### src/rtl/pipe_pkg.sv
// rtl/pipe_pkg.sv - shared widths, depth limit and control-payload layout for pipeline stage registers
// Contents:
//   DATA_W_DEF  default data payload width
//   STAGES_MAX  deepest legal register chain
//   pipe_ctrl_t control fields carried beside the data; all-zero encodes a NOP
//   CTRL_W_DEF  default control width, derived from pipe_ctrl_t
//   CTRL_NOP    the bubble encoding
package pipe_pkg;

  localparam int DATA_W_DEF = 96;
  localparam int STAGES_MAX = 4;

  typedef struct packed {
    logic [4:0] rs;
    logic [4:0] rt;
    logic [4:0] rd;
    logic [3:0] alu_ctrl;
    logic       alu_src;
    logic       reg_write;
    logic       mem_read;
    logic       mem_write;
    logic       mem_to_reg;
  } pipe_ctrl_t;

  localparam int         CTRL_W_DEF = $bits(pipe_ctrl_t);
  localparam pipe_ctrl_t CTRL_NOP   = '0;

endpackage

### src/rtl/pipe_stage_cell.sv
// rtl/pipe_stage_cell.sv - one valid/ctrl/data register of the stage chain
// Ports:
//   clk, rst            rising-edge clock, synchronous active-high reset
//   flush               kill the entry held here (data is kept, valid/ctrl cleared)
//   adv                 this stage may load from upstream this cycle
//   up_valid/data/ctrl  entry offered by the upstream stage
//   valid_q/data_q/ctrl_q  registered entry
module pipe_stage_cell
  import pipe_pkg::*;
#(
  parameter int DATA_W = DATA_W_DEF,
  parameter int CTRL_W = CTRL_W_DEF
) (
  input  logic              clk,
  input  logic              rst,
  input  logic              flush,
  input  logic              adv,
  input  logic              up_valid,
  input  logic [DATA_W-1:0] up_data,
  input  logic [CTRL_W-1:0] up_ctrl,
  output logic              valid_q,
  output logic [DATA_W-1:0] data_q,
  output logic [CTRL_W-1:0] ctrl_q
);

  always_ff @(posedge clk) begin
    if (rst) begin
      valid_q <= 1'b0;
      data_q  <= '0;
      ctrl_q  <= '0;
    end else if (flush) begin
      valid_q <= 1'b0;
      ctrl_q  <= '0;
    end else if (adv) begin
      valid_q <= up_valid;
      // bubbles carry an all-zero control word so they act as NOPs downstream
      ctrl_q  <= up_valid ? up_ctrl : '0;
      // data is left alone on a bubble to avoid needless toggling of the wide payload
      if (up_valid) begin
        data_q <= up_data;
      end
    end
  end

endmodule

### src/rtl/pipe_stage_reg.sv
// rtl/pipe_stage_reg.sv - parametrised pipeline register chain with valid/ready, stall and flush
// Optional feature: define SKID_EN to add a one-entry skid buffer in front of stage 0,
// which registers in_ready and removes the combinational path from out_ready.
// Ports:
//   clk, rst                      rising-edge clock, synchronous active-high reset
//   flush                         drop every in-flight entry
//   in_valid/in_ready             upstream handshake
//   in_data/in_ctrl               upstream payload
//   out_valid/out_ready           downstream handshake (out_ready=0 stalls)
//   out_data/out_ctrl             head-stage payload; out_ctrl is zero whenever out_valid=0
// Parameters: DATA_W, CTRL_W, STAGES (1..STAGES_MAX, latency = STAGES cycles)
module pipe_stage_reg
  import pipe_pkg::*;
#(
  parameter int DATA_W = DATA_W_DEF,
  parameter int CTRL_W = CTRL_W_DEF,
  parameter int STAGES = 1
) (
  input  logic              clk,
  input  logic              rst,
  input  logic              flush,
  input  logic              in_valid,
  output logic              in_ready,
  input  logic [DATA_W-1:0] in_data,
  input  logic [CTRL_W-1:0] in_ctrl,
  output logic              out_valid,
  input  logic              out_ready,
  output logic [DATA_W-1:0] out_data,
  output logic [CTRL_W-1:0] out_ctrl
);

  logic              valid_q [STAGES];
  logic [DATA_W-1:0] data_q  [STAGES];
  logic [CTRL_W-1:0] ctrl_q  [STAGES];
  // rdy[i]: stage i may load this cycle; an empty stage always may, which compresses bubbles
  logic [STAGES:0]   rdy;

  logic              s0_valid;
  logic [DATA_W-1:0] s0_data;
  logic [CTRL_W-1:0] s0_ctrl;

  assign rdy[STAGES] = out_ready;

  for (genvar i = 0; i < STAGES; i++) begin : g_stage
    assign rdy[i] = !valid_q[i] | rdy[i+1];
    if (i == 0) begin : g_first
      pipe_stage_cell #(.DATA_W(DATA_W), .CTRL_W(CTRL_W)) u_cell (
        .clk      (clk),
        .rst      (rst),
        .flush    (flush),
        .adv      (rdy[i]),
        .up_valid (s0_valid),
        .up_data  (s0_data),
        .up_ctrl  (s0_ctrl),
        .valid_q  (valid_q[i]),
        .data_q   (data_q[i]),
        .ctrl_q   (ctrl_q[i])
      );
    end else begin : g_next
      pipe_stage_cell #(.DATA_W(DATA_W), .CTRL_W(CTRL_W)) u_cell (
        .clk      (clk),
        .rst      (rst),
        .flush    (flush),
        .adv      (rdy[i]),
        .up_valid (valid_q[i-1]),
        .up_data  (data_q[i-1]),
        .up_ctrl  (ctrl_q[i-1]),
        .valid_q  (valid_q[i]),
        .data_q   (data_q[i]),
        .ctrl_q   (ctrl_q[i])
      );
    end
  end

`ifdef SKID_EN
  logic              skid_valid;
  logic [DATA_W-1:0] skid_data;
  logic [CTRL_W-1:0] skid_ctrl;
  logic              in_fire;

  // depends only on state, flush and rst: out_ready never reaches in_ready
  assign in_ready = !skid_valid & !flush & !rst;
  assign in_fire  = in_valid & in_ready;

  // a parked entry is older than anything arriving, so it goes first
  assign s0_valid = skid_valid | in_fire;
  assign s0_data  = skid_valid ? skid_data : in_data;
  assign s0_ctrl  = skid_valid ? skid_ctrl : in_ctrl;

  always_ff @(posedge clk) begin
    if (rst) begin
      skid_valid <= 1'b0;
      skid_data  <= '0;
      skid_ctrl  <= '0;
    end else if (flush) begin
      skid_valid <= 1'b0;
      skid_ctrl  <= '0;
    end else if (skid_valid) begin
      if (rdy[0]) begin
        skid_valid <= 1'b0;
        skid_ctrl  <= '0;
      end
    end else if (in_fire && !rdy[0]) begin
      skid_valid <= 1'b1;
      skid_data  <= in_data;
      skid_ctrl  <= in_ctrl;
    end
  end
`else
  assign in_ready = rdy[0] & !flush & !rst;
  assign s0_valid = in_valid & in_ready;
  assign s0_data  = in_data;
  assign s0_ctrl  = in_ctrl;
`endif

  assign out_valid = valid_q[STAGES-1];
  assign out_data  = data_q[STAGES-1];
  assign out_ctrl  = ctrl_q[STAGES-1];

endmodule

### config.mk
export PLATFORM = sky130hd
export DESIGN_NAME = pipe_stage_reg
export DESIGN_NICKNAME = d
export VERILOG_FILES = /design/src/rtl/pipe_pkg.sv /design/src/rtl/pipe_stage_cell.sv /design/src/rtl/pipe_stage_reg.sv
export SDC_FILE = /design/constraint.sdc
export NUM_CORES = 1
export LEC_CHECK = 0
export ABC_CLOCK_PERIOD_IN_PS = 3850
export CAP_MARGIN = 40
export CELL_PAD_IN_SITES_DETAIL_PLACEMENT = 1
export CELL_PAD_IN_SITES_GLOBAL_PLACEMENT = 2
export CORE_UTILIZATION = 25
export DETAILED_ROUTE_END_ITERATION = 10
export PLACE_DENSITY = 0.87
export SYNTH_ARGS = -nofsm -noshare
export SYNTH_HDL_FRONTEND = slang
export SYNTH_SLANG_ARGS = --single-unit
### constraint.sdc
create_clock -name clk -period 3.85 [get_ports clk]
set_input_delay 1.155 -clock clk [delete_from_list [all_inputs] [get_ports clk]]
set_output_delay 1.155 -clock clk [all_outputs]
set_load 0.02 [all_outputs]
==> flow_metrics.env, run 1 <==
export IMPL_status="complete, but fails checks"
export IMPL_failed_checks="DRC"
export IMPL_worst_path_most_repeated_cell="clkdlybuf4s50_1"
export IMPL_yosysWarnings=0
export IMPL_drcViolationCount=18
export IMPL_synth_top_area_share=0.515
export IMPL_clockBufferDepth=2
export IMPL_postRouteAntennaNets=0
export IMPL_layout_drive_gt1_share=0.218
export IMPL_start_util=0.258
export IMPL_rrSetupSlack_ns=2.13
export IMPL_hold_depth=1
export IMPL_cpLargestDelayFamily="buffers and inverters"
export IMPL_diodes=0
export IMPL_ir_worst_vdd_mv=0.284
export IMPL_reg2regPathDepth=4
export IMPL_avgRoutedWirePerCell_um=16.6
export IMPL_cts_sinks=121
export IMPL_endpoint="in_ready"
export IMPL_setup_viol=0
export IMPL_hold_violations=0
export IMPL_synthTopCellsByArea="dfxtp_1 (52%), mux2_2 (13%), mux2_4 (13%)"
export IMPL_fin_nets=740
export IMPL_rsz0062_at_grt="no"
export IMPL_fin_crit_sh=0.943
export IMPL_cp_arrival_ns=2.48
export IMPL_worstMarginPinSlew_ns=0.884
export IMPL_drt_initial_drc_count=76
export IMPL_antenna_found_initial=0
export IMPL_coreArea_um2=18200
export IMPL_die_width_um=139
export IMPL_grt_max_degree=97
export IMPL_drt_wl_total_um=14200
export IMPL_hp_class="flop to flop"
export IMPL_htreeDepth=4
export IMPL_grt_pass1_vias=4097
export IMPL_final_cell_mix="clkdlybuf4s50_1 (245), dfxtp_1 (121), nor2b_1 (82)"
export IMPL_layout_cells_non_filler=857
export IMPL_final_util=0.440
export IMPL_fmax_mhz=275
export IMPL_cts_resized_gates=0
export IMPL_r2r_start="g_stage[0].g_first.u_cell.valid_q"
export IMPL_path_cells="clkdlybuf4s50_1, nor2b_1, nor3_1, clkdlybuf4s50_1"
export IMPL_grt_pass1_wl_um=22300
export IMPL_die_area_um2=19400
export IMPL_avgViaCountPerCell=4.28
export IMPL_synthCells=371
export IMPL_route_vias_total=3664
export IMPL_dp_hpwl_um=9970
export IMPL_chipHeight_um=139
export IMPL_grt_usage=0.150
export IMPL_gr_total_overflow=0
export IMPL_dp_cells=825
export IMPL_stdcell_area_um2=8010
export IMPL_gp_congestion=0.715
export IMPL_crit_required_ns=2.69
export IMPL_num_io_pins=247
export IMPL_netlist_area_um2=4700
export IMPL_drt_first_pass_iters=9
export IMPL_slowest_delay_ns=0.63
export IMPL_yosysSeqAreaShare=0.515
export IMPL_cp_slowest_cell="clkdlybuf4s50_1"
export IMPL_area_growth_pct=70.3
export IMPL_crit_path_start_kind="primary input"
export IMPL_yosysTopAreaCell="dfxtp_1"
export IMPL_crit_buf_inv=2
export IMPL_worstSetupPathType="primary input to output port"
export IMPL_critical_path_peak_fanout=2
export IMPL_synth_seq_cells=121
export IMPL_synth_net_count=496
export IMPL_p_total_mw=3.59
export IMPL_insertion_delay_ns=0.42
export IMPL_worstSetupPathDepth=4
export IMPL_startpoint="out_ready"
export IMPL_end_kind="output port"
export IMPL_min_period_ns=3.63
export IMPL_leakagePower_nw=3.31
export IMPL_clock_skew_final_ns=0.00502
export IMPL_avgSynthCellArea_um2=12.7
export IMPL_drv_slew=0
export IMPL_numCtsBuffers=17
export IMPL_cts_setup_buffers=0
export IMPL_port_buffers=246
export IMPL_rows=49
export IMPL_synthDistinctLibCells=17
export IMPL_r2r_end="g_stage[0].g_first.u_cell.data_q[0]"
export IMPL_maxSlewHeadroom=0.411
export IMPL_layout_commonest_cell="clkdlybuf4s50_1"
export IMPL_clk_pin_slew_ns=0.06
export IMPL_cts_hold_buf=0
export IMPL_finalSetupTns_ns=0
export IMPL_p_per_area_nw_per_um2=449
export IMPL_cts_root_buf="clkbuf_16"
export IMPL_cts_tree="built"
export IMPL_max_cap_violations=0
export IMPL_post_dp_cell_area_um2=7360
registers in the layout, indices dropped and copies added, names as in the netlist:
name / flops
g_stage.g_first.u_cell.valid_q: 1
g_stage.g_first.u_cell.ctrl_q: 24
g_stage.g_first.u_cell.data_q: 96
area by class of cell:
class                      count  area [um2]
tap                          229         287
multi-input combinational    224        2130
fill                        1897       10200
clock buffer                  19         453
timing repair buffer         251        2520
clock inverter                13         191
sequential                   121        2420
worst min-delay path by stage:
| stage | to | from | slack [ns] |
|---|---|---|---|
| after floorplan | g_stage[0].g_first.u_cell.ctrl_q[0] | g_stage[0].g_first.u_cell.ctrl_q[0] | 0.59 |
| after global placement | g_stage[0].g_first.u_cell.ctrl_q[2] | g_stage[0].g_first.u_cell.ctrl_q[2] | 0.46 |
| after detailed placement | g_stage[0].g_first.u_cell.ctrl_q[23] | g_stage[0].g_first.u_cell.ctrl_q[23] | 0.46 |
| after CTS | g_stage[0].g_first.u_cell.ctrl_q[10] | g_stage[0].g_first.u_cell.ctrl_q[10] | 0.48 |
| after global routing | g_stage[0].g_first.u_cell.ctrl_q[13] | g_stage[0].g_first.u_cell.ctrl_q[13] | 0.49 |
| final | g_stage[0].g_first.u_cell.ctrl_q[13] | g_stage[0].g_first.u_cell.ctrl_q[13] | 0.48 |
cells in the mapped netlist:
master and number:
buf_2 7, nor2b_1 82, clkbuf_1 12, nor2_4 1, mux2_2 56, and2b_1 15
nor3_1 1, nor3_2 1, o21a_1 1, nand2b_1 1, buf_4 1, nand3_2 1
a22o_1 24, and3_1 1, dfxtp_1 121, mux2_4 40, buf_6 6
per-stage QoR:
step / setup WS [ns] / hold slack [ns]
2_1_floorplan: 0.708 / 0.595
3_3_place_gp: 0.236 / 0.456
3_5_place_dp: 0.211 / 0.455
4_1_cts: 0.210 / 0.482
5_1_grt: 0.190 / 0.490
6_report: 0.219 / 0.477
power by group:
| part | total [mW] | internal (mW) | switching [mW] |
|---|---|---|---|
| sequential | 1.35 | 1.32 | 0.0316 |
| combinational | 0.503 | 0.310 | 0.194 |
| clock | 1.74 | 1.12 | 0.618 |
cell families after synthesis:
group,synth area share
compound gates,0.0463
flops,0.515
mux,0.262
simple gates,0.143
buf+inv,0.0330
worst register-to-register path, cell delays in order, from the launching register on:
cell      delay, ns
dfxtp_1        0.35
nand2b_1       0.14
nand3_4        0.12
buf_12         0.40
mux2_2         0.59
routing by layer:
metal	global-route usage	vias up	routed length (um)
li1	-	1755	-
met2	0.264	161	7160
met3	0.0722	21	1450
met5	0	-	0
met1	0.150	1727	5340
met4	0.0614	0	299
Note: power is estimated with default switching activity, not from simulation.
==> inputs of run 2 (changes only) <==
Settings changed: PLACE_DENSITY 0.87 to 0.91.
==> run 2 against run 1 <==
  * The run still ends with DRC left
  * Worst setup slack better by 0.0057 ns
  * Critical path depth stayed put
  * Worst hold slack worse by 0.0055 ns
  * Clock power is 9% higher
  * Sequential share of layout area is 0.24 points lower
  * Sequential power hardly changed
  * Wire length is 2.5% lower
  * Clock skew is 0.00068 ns higher
  * Cell count is 0.12% higher
  * Register-to-register slack worse by 0.02 ns
  * Highest routed layer unchanged
==> flow_metrics.env, run 2 (synthesized netlist as in run 1, its figures left out) <==
export IMPL_dp_hpwl_um=9880
export IMPL_drcViolationCount=17
export IMPL_grt_usage=0.147
export IMPL_hold_depth=1
export IMPL_rows=49
export IMPL_worstMarginPinSlew_ns=0.877
export IMPL_fin_nets=741
export IMPL_final_cell_mix="clkdlybuf4s50_1 (245), dfxtp_1 (121), nor2b_1 (82)"
export IMPL_area_growth_pct=71.7
export IMPL_num_io_pins=247
export IMPL_critical_path_peak_fanout=2
export IMPL_grt_max_degree=59
export IMPL_cts_tree="built"
export IMPL_numCtsBuffers=17
export IMPL_regArea_um2=2420
export IMPL_route_vias_total=3659
export IMPL_drt_initial_drc_count=114
export IMPL_crit_required_ns=2.69
export IMPL_htreeDepth=4
export IMPL_chipHeight_um=139
export IMPL_antenna_found_initial=0
export IMPL_worstSetupPathType="primary input to output port"
export IMPL_worst_hold_slack_ns=0.472
export IMPL_min_delay_start="g_stage[0].g_first.u_cell.ctrl_q[21]"
export IMPL_grt_pass1_vias=4120
export IMPL_leakagePower_nw=3.35
export IMPL_p_total_mw=3.75
export IMPL_port_buffers=246
export IMPL_insertion_delay_ns=0.41
export IMPL_maxSlewHeadroom=0.415
export IMPL_min_to="g_stage[0].g_first.u_cell.ctrl_q[21]"
export IMPL_reg2regPathDepth=4
export IMPL_die_width_um=139
export IMPL_layout_drive_gt1_share=0.216
export IMPL_gr_total_overflow=0
export IMPL_clk_pin_slew_ns=0.06
export IMPL_cts_root_buf="clkbuf_16"
export IMPL_rrSetupSlack_ns=2.11
export IMPL_coreArea_um2=18200
export IMPL_end_kind="output port"
export IMPL_layout_commonest_cell="clkdlybuf4s50_1"
export IMPL_fmax_mhz=276
export IMPL_avgViaCountPerCell=4.26
export IMPL_gp_congestion=0.727
export IMPL_crit_path_start_kind="primary input"
export IMPL_multi_input_area_um2=2130
export IMPL_regMostFlops="g_stage.g_first.u_cell.data_q"
export IMPL_drt_wl_total_um=13900
export IMPL_cts_hold_buf=0
export IMPL_cp_arrival_ns=2.47
export IMPL_start_util=0.258
export IMPL_cts_resized_gates=0
export IMPL_p_per_area_nw_per_um2=464
export IMPL_rsz0062_at_grt="no"
export IMPL_cts_setup_buffers=0
export IMPL_failed_checks="DRC"
export IMPL_fin_crit_sh=0.942
export IMPL_largest_registers="g_stage.g_first.u_cell.data_q: 96 flops, g_stage.g_first.u_cell.ctrl_q: 24 flops, g_stage.g_first.u_cell.valid_q: 1 flops"
export IMPL_hold_violations=0
export IMPL_clockBufferDepth=2
export IMPL_finalSetupTns_ns=0
export IMPL_min_period_ns=3.63
export IMPL_hp_class="flop to flop"
export IMPL_status="complete, but fails checks"
export IMPL_n_fill_cell=1900
export IMPL_die_area_um2=19400
export IMPL_largest_reg_flops=96
export IMPL_max_cap_violations=0
export IMPL_drv_slew=0
export IMPL_avgRoutedWirePerCell_um=16.2
export IMPL_setup_viol=0
export IMPL_clock_skew_final_ns=0.00570
export IMPL_drt_first_pass_iters=11
export IMPL_postRouteAntennaNets=0
export IMPL_ir_worst_vdd_mv=0.297
export IMPL_cts_sinks=121
export IMPL_diodes=0
export IMPL_grt_pass1_wl_um=22000
export IMPL_r2r_start="g_stage[0].g_first.u_cell.valid_q"
export IMPL_r2r_end="g_stage[0].g_first.u_cell.data_q[1]"
## run 2: cell count changes in the layout (fill, tap and decap cells not counted), sizes merged
cell,previous run,this run
bufinv,4,7
clkinvlp,3,0
inv,3,0
clkbuf,19,21
buf,6,7
clkinv,3,4
## run 2: worst max path at each step
stage,to,slack [ns],start,depth (start not counted)
floorplan,in_ready,0.71,rst,3
global placement,in_ready,0.21,out_ready,4
detailed placement,in_ready,0.23,out_ready,4
CTS,in_ready,0.23,out_ready,4
global route,in_ready,0.21,out_ready,4
finish,in_ready,0.22,out_ready,4
## run 2: through the flow
stage          cell area, um2  instances  utilization  worst slack (ns)
3_5_place_dp             7370        826        0.405             0.227
4_1_cts                  8070        858        0.443             0.232
2_1_floorplan            4700        371            -             0.708
6_report                 8070        858        0.443             0.224
5_1_grt                  8070        858        0.443             0.208
3_3_place_gp             7350        825        0.404             0.207
## run 2: cell type report
type	instances	share of cell area
Timing Repair Buffer	252	0.313
Sequential cell	121	0.300
Multi-Input combinational cell	224	0.264
Clock buffer	21	0.0570
Tap cell	229	0.0355
Clock inverter	11	0.0299
## run 2: per-layer routing
| metal | global-route usage | routed length [um] | vias up |
|---|---|---|---|
| li1 | - | - | 1745 |
| met3 | 0.0729 | 1390 | 18 |
| met5 | 0 | 0 | - |
| met4 | 0.0544 | 280 | 0 |
| met1 | 0.153 | 5330 | 1745 |
| met2 | 0.253 | 6890 | 151 |
## run 2: power by group
group          switching [mW]  total (mW)  internal [mW]
Combinational           0.193       0.502          0.310
Sequential             0.0314        1.35           1.32
Clock                   0.581        1.90           1.32
## run 2: worst max-delay path, stage by stage
cell and delay (ns):
clkdlybuf4s50_1 0.48, nor2b_1 0.06, nor3_1 0.13, clkdlybuf4s50_1 0.64
==> inputs of run 3 (changes only) <==
Settings changed: CTS_CLUSTER_DIAMETER from default to 120.
==> results of run 3 <==
Final layout, timing and power as in run 2 (identical DEF).
